===== config.mk =====
export PLATFORM = sky130hd
export DESIGN_NAME = svga_text_pixel_pipe
export DESIGN_NICKNAME = d
export VERILOG_FILES = /design/src/rtl/svga_text_pixel_pipe.sv
export SDC_FILE = /design/constraint.sdc
export NUM_CORES = 1
export LEC_CHECK = 0
export CAP_MARGIN = 20
export CORE_MARGIN = 2
export CORE_UTILIZATION = 47
export CTS_CLUSTER_DIAMETER = 100
export DETAILED_ROUTE_END_ITERATION = 8
export HOLD_SLACK_MARGIN = 0.08
export PLACE_DENSITY = 0.75
export SYNTH_ARGS = -nofsm -noshare
export SYNTH_HDL_FRONTEND = slang
export SYNTH_SLANG_ARGS = --single-unit

===== constraint.sdc =====
create_clock -name pixel_clock -period 3.06 [get_ports pixel_clock]
set_clock_uncertainty 0.05 [all_clocks]
set_input_delay 0.306 -clock pixel_clock [delete_from_list [all_inputs] [get_ports pixel_clock]]
set_output_delay 0.306 -clock pixel_clock [all_outputs]
set_load 0.01 [all_outputs]

===== src/rtl/svga_text_pixel_pipe.sv =====
// rtl/svga_text_pixel_pipe.sv - text/SG4 pixel stage: VRAM/font fetch, dot serialiser, aligned blank/border
module svga_text_pixel_pipe #(
    parameter int VRAM_AW = 9,
    parameter int FONT_AW = 10,
    parameter int FG0     = 0,
    parameter int BG0     = 9,
    parameter int FG1     = 7,
    parameter int BG1     = 10,
    parameter int BLACK   = 8
) (
    input  logic               pixel_clock,
    input  logic               reset,
    input  logic               blank,
    input  logic               show_border,
    input  logic [3:0]         subchar_pixel,
    input  logic [4:0]         subchar_line,
    input  logic [6:0]         char_column,
    input  logic [6:0]         char_line,
    input  logic               css,
    output logic [VRAM_AW-1:0] vram_addr,
    input  logic [7:0]         vram_data,
    output logic [FONT_AW-1:0] font_addr,
    input  logic [7:0]         font_data,
    output logic [3:0]         color_idx,
    output logic               de
);

    localparam logic [3:0] FG0_C   = 4'(FG0);
    localparam logic [3:0] BG0_C   = 4'(BG0);
    localparam logic [3:0] FG1_C   = 4'(FG1);
    localparam logic [3:0] BG1_C   = 4'(BG1);
    localparam logic [3:0] BLACK_C = 4'(BLACK);

    typedef enum logic [2:0] {IDLE, VADDR, VWAIT, FADDR, FWAIT, READY} fetch_state_t;

    fetch_state_t state, state_next;

    logic [3:0]  prev_pixel;
    logic        trig, load;
    logic        addr_en, code_en, build_en;
    logic [3:0]  row;
    logic [7:0]  code;
    logic [7:0]  next_pat;
    logic [3:0]  next_fg, next_bg;
    logic        ready;
    logic [7:0]  pat;
    logic [3:0]  fg, bg;
    logic [3:0]  out_phase;
    logic        active;
    logic [16:0] blank_dl, border_dl;
    logic [7:0]  build_pat;
    logic [3:0]  build_fg, build_bg;
    logic [3:0]  text_fg, text_bg;
    logic        sg_left, sg_right, dot;
    logic        unused_bits;

    assign unused_bits = ^{char_column[6:5], char_line[6:4], subchar_line[0]};

    assign trig = (subchar_pixel == 4'd1) && (prev_pixel == 4'd0);
    assign load = (prev_pixel == 4'd15) && (subchar_pixel != 4'd15);

    always_ff @(posedge pixel_clock or posedge reset) begin
        if (reset) state <= IDLE;
        else       state <= state_next;
    end

    always_comb begin
        state_next = state;
        addr_en    = 1'b0;
        code_en    = 1'b0;
        build_en   = 1'b0;
        if (trig) begin
            state_next = VADDR;
            addr_en    = 1'b1;
        end else begin
            case (state)
                VADDR:   state_next = VWAIT;
                VWAIT: begin
                    state_next = FADDR;
                    code_en    = 1'b1;
                end
                FADDR:   state_next = FWAIT;
                FWAIT: begin
                    state_next = READY;
                    build_en   = 1'b1;
                end
                READY:   if (load) state_next = IDLE;
                default: state_next = state;
            endcase
        end
    end

    assign text_fg = css ? FG1_C : FG0_C;
    assign text_bg = css ? BG1_C : BG0_C;

    // SG4 quadrants: rows 0-5 use TL/TR, rows 6-11 use BL/BR
    assign sg_left  = (row < 4'd6) ? code[3] : code[1];
    assign sg_right = (row < 4'd6) ? code[2] : code[0];

    always_comb begin
        build_pat = font_data;
        build_fg  = text_fg;
        build_bg  = text_bg;
        if (code[7]) begin
            build_pat = {{4{sg_left}}, {4{sg_right}}};
            build_fg  = {1'b0, code[6:4]};
            build_bg  = BLACK_C;
        end else if (code[6]) begin
            build_fg  = text_bg;
            build_bg  = text_fg;
        end
    end

    assign dot = pat[3'd7 - out_phase[3:1]];

    always_ff @(posedge pixel_clock or posedge reset) begin
        if (reset) begin
            prev_pixel <= 4'd0;
            vram_addr  <= '0;
            font_addr  <= '0;
            row        <= 4'd0;
            code       <= 8'd0;
            next_pat   <= 8'd0;
            next_fg    <= 4'd0;
            next_bg    <= 4'd0;
            ready      <= 1'b0;
            pat        <= 8'd0;
            fg         <= 4'd0;
            bg         <= 4'd0;
            out_phase  <= 4'd0;
            active     <= 1'b0;
            blank_dl   <= '1;
            border_dl  <= '1;
            color_idx  <= BLACK_C;
            de         <= 1'b0;
        end else begin
            prev_pixel <= subchar_pixel;
            blank_dl   <= {blank_dl[15:0], blank};
            border_dl  <= {border_dl[15:0], show_border};

            if (addr_en) begin
                vram_addr <= VRAM_AW'({char_line[3:0], char_column[4:0]});
                row       <= subchar_line[4:1];
            end
            if (code_en) begin
                code      <= vram_data;
                font_addr <= FONT_AW'({vram_data[5:0], row});
            end
            if (build_en) begin
                next_pat <= build_pat;
                next_fg  <= build_fg;
                next_bg  <= build_bg;
                ready    <= 1'b1;
            end

            // A load without a completed fetch shows a blank background cell
            if (load) begin
                pat       <= ready ? next_pat : 8'd0;
                fg        <= ready ? next_fg : text_bg;
                bg        <= ready ? next_bg : text_bg;
                ready     <= 1'b0;
                out_phase <= 4'd0;
                active    <= 1'b1;
            end else if (active) begin
                out_phase <= out_phase + 4'd1;
                if (out_phase == 4'd15) active <= 1'b0;
            end

            if (blank_dl[16]) begin
                color_idx <= BLACK_C;
                de        <= 1'b0;
            end else if (border_dl[16]) begin
                color_idx <= BLACK_C;
                de        <= 1'b1;
            end else begin
                color_idx <= active ? (dot ? fg : bg) : BLACK_C;
                de        <= 1'b1;
            end
        end
    end

endmodule


==> results.yml <==
layout:
  layout_commonest_cell: "dfrtp_1"
  syn2layout_area_growth_pct: 22.41
  mostFrequentLayoutCells: "74 x dfrtp_1, 61 x clkdlybuf4s50_1, 49 x nand2_1, 35 x dfstp_2, 18 x nor2_1"
  ff_latch_area_sq_um: 2771
  nets: 412
  drive_gt1_frac: 0.2297
  layoutNonFillerInstCount: 478
  fill_cells: 712
  post-route-util: 0.5846
  antennaDiodeCount: 0
  multi_input_area_sq_um: 1200
floorplanning:
  dieArea_sq_um: 9496
  rows: 34
  ios: 68
  die_h_um: 97.45
  core_sq_um: 8593
  start_util: 0.4776
  die_width_um: 97.45
route:
  drt_iter0_drc: 127
  routed_wl_um: 6941
  wl_per_cell_um: 14.52
  routed-via-count: 2439
  routed_via_density: 5.103
  drc: 0
  ant_nets: 0
  firstDrtPassIters: 4
global_route:
  grt_pass1_wl_um: 12080
  gr-total-overflow: 0
  grt_pass1_vias: 2571
  antenna_found_initial: 0
  grt_max_degree: 110
  gr-usage-all-layers: 0.1589
clock_tree:
  cts_hold_buf: 0
  cts_made_buffers: 9
  root_buffer: "clkbuf_8"
  clock_sinks: 109
  cts_tree: "done"
  cts.clk_slew.worst_paths_ps: 100
  clk_path_buf_depth: 2
  cts_setup_buffers: 0
  h-tree-depth: 3
  clock_latency_ps: 370
  cts.repair.resized: 0
setup_path:
  cp.arrival_ps: 2120
  worst-r2r-setup-slack_ps: 1180
  crit_fanout: 16
  cp-end-kind: "flip-flop"
  critPathKind: "in -> reg"
  critPathLaunchType: "input pin"
  worstPathRequired_ps: 3260
synth:
  ys_types: 38
  synth_area_sq_um: 4104
  synth-edff-count: 0
  ys_warn_count: 0
  postSynthAreaPerCell_sq_um: 13.37
  seq_area_frac_synth: 0.6753
  async_flop_share: 1.000
  synth_top_area_share: 0.4512
  synth_area_leaders: "dfrtp_1 45%, dfstp_2 22%, nand2_1 4.5%"
  syn_inst: 307
  synth_nets: 354
  synth_seq_cells: 109
  synth-main-ff-cell: "dfrtp_1"
  yosys.area.top_type: "dfrtp_1"
timing:
  setup_tns_ps: 0
  worst_pin_slew_ps: 741.5
  fin_ws_ps: 1141
  maxSlewViolCount: 0
  hold_ws_ps: 295.3
  period_needed_ps: 1919
  hold_viol: 0
  relSlewSlack: 0.5056
  max_freq_mhz: 521.2
  rsz0062_at_grt: "no"
  finalCritPeriodShare: 0.6270
  finalSetupViolCount: 0
power:
  ir_drop_mv: 0.3274
  power.switching_w: 0.001138
  netSwitchingFraction: 0.2981
  seq_power_share: 0.532
  p_int_w: 0.002679
  clkPwrFrac: 0.244
  p_per_area_nw_per_um2: 759.9
  p_leak_nw: 2.282
  p_comb_frac: 0.225
worst_hold_path:
  holdCritPathClass: "in -> reg"
placement:
  place_worst_setup_slack_ps: 745.0
  dp.cells: 462
  place_congestion: 0.7361
  dp_hpwl_um: 4679
  portBuffers: 61
status:
  status: "completed"
job:
  maxCapViolations: 0
[kinds of logic (layout without fill, tap and decap cells)]
kind of cell               after synthesis  count (layout)  synth area share
adders and majority gates                3               3          0.009147
AOI/OAI and AO/OA                       39              39           0.06128
xor gates and xnor gates                 5               5           0.01067
buffers and inverters                   27              90           0.03232
and+or+nand+nor                         91              91            0.1030
muxes                                   33              33            0.1082
DFF                                    109             109            0.6753
[power by group through the flow]
stage	Clock, W	Sequential, W	Combinational [W]
2_1_floorplan	0	0.00197	0.000658
3_3_place_gp	0	0.00204	0.000816
3_5_place_dp	0	0.00206	0.000864
4_1_cts	0.000966	0.00203	0.000875
5_1_grt	0.00102	0.00208	0.000982
6_report	0.000930	0.00203	0.000858
[synth_stat cells, types with 3 or more instances]
| master | n |
|---|---|
| mux2i_1 | 5 |
| a21oi_1 | 5 |
| buf_4 | 6 |
| nor2b_1 | 4 |
| clkbuf_1 | 8 |
| inv_1 | 10 |
| nor2_1 | 18 |
| xnor2_1 | 3 |
| a21boi_0 | 3 |
| o21ai_0 | 15 |
| ha_1 | 3 |
| mux2_4 | 10 |
| nand2_1 | 49 |
| mux2_2 | 15 |
| dfrtp_1 | 74 |
| o31ai_1 | 8 |
| dfstp_2 | 35 |
| nand3_1 | 12 |
[sequential cells by signal, indices dropped and copies added (netlist names), 8 cells and up]
| name | count |
|---|---|
| blank_dl | 17 |
| next_pat | 8 |
| vram_addr | 9 |
| font_addr | 9 |
| pat | 8 |
| border_dl | 17 |
[per-stage QoR]
| step | power (W) | cell area (sq um) |
|---|---|---|
| final | 0.003817 | 5024 |
| after global routing | 0.004081 | 5024 |
| after CTS | 0.003873 | 5024 |
| after detailed placement | 0.002922 | 4793 |
| after global placement | 0.002856 | 4793 |
| after floorplan | 0.002624 | 4108 |
[worst paths after layout]
kind                             startpoint      endpoint  depth (start not counted)
min in group asynchronous             reset         ready                          3
max                        subchar_pixel[1]  font_addr[7]                          5
min reg2reg                     blank_dl[6]   blank_dl[7]                          0
max in group asynchronous             reset  border_dl[2]                          3
min                             show_border  border_dl[0]                          1
max reg2reg                   prev_pixel[0]  font_addr[7]                          4
[worst max-delay path, stage by stage]
cell and delay (ps):
clkdlybuf4s50_1 480, nor4b_4 370, nand2_2 280, and3_4 350, mux2_4 320
[layout make-up]
type,instances,area share
timing repair buffer,64,0.1285
clock inverter,3,0.005729
sequential,109,0.5517
clock buffer,13,0.04010
tap,108,0.02690
multi-input combinational,171,0.2389
inverter,10,0.008219
[metal layers]
| layer | global-route usage | wire [um] | vias up | part of all wire |
|---|---|---|---|---|
| met5 | 0 | 0 | - | 0 |
| met4 | 0.05235 | 63 | 0 | 0.0091 |
| met3 | 0.05971 | 471 | 10 | 0.068 |
| met2 | 0.2562 | 3373 | 59 | 0.49 |
| met1 | 0.1995 | 3033 | 1222 | 0.44 |
| li1 | - | - | 1148 | - |
Power figures use the tool's default switching activity.
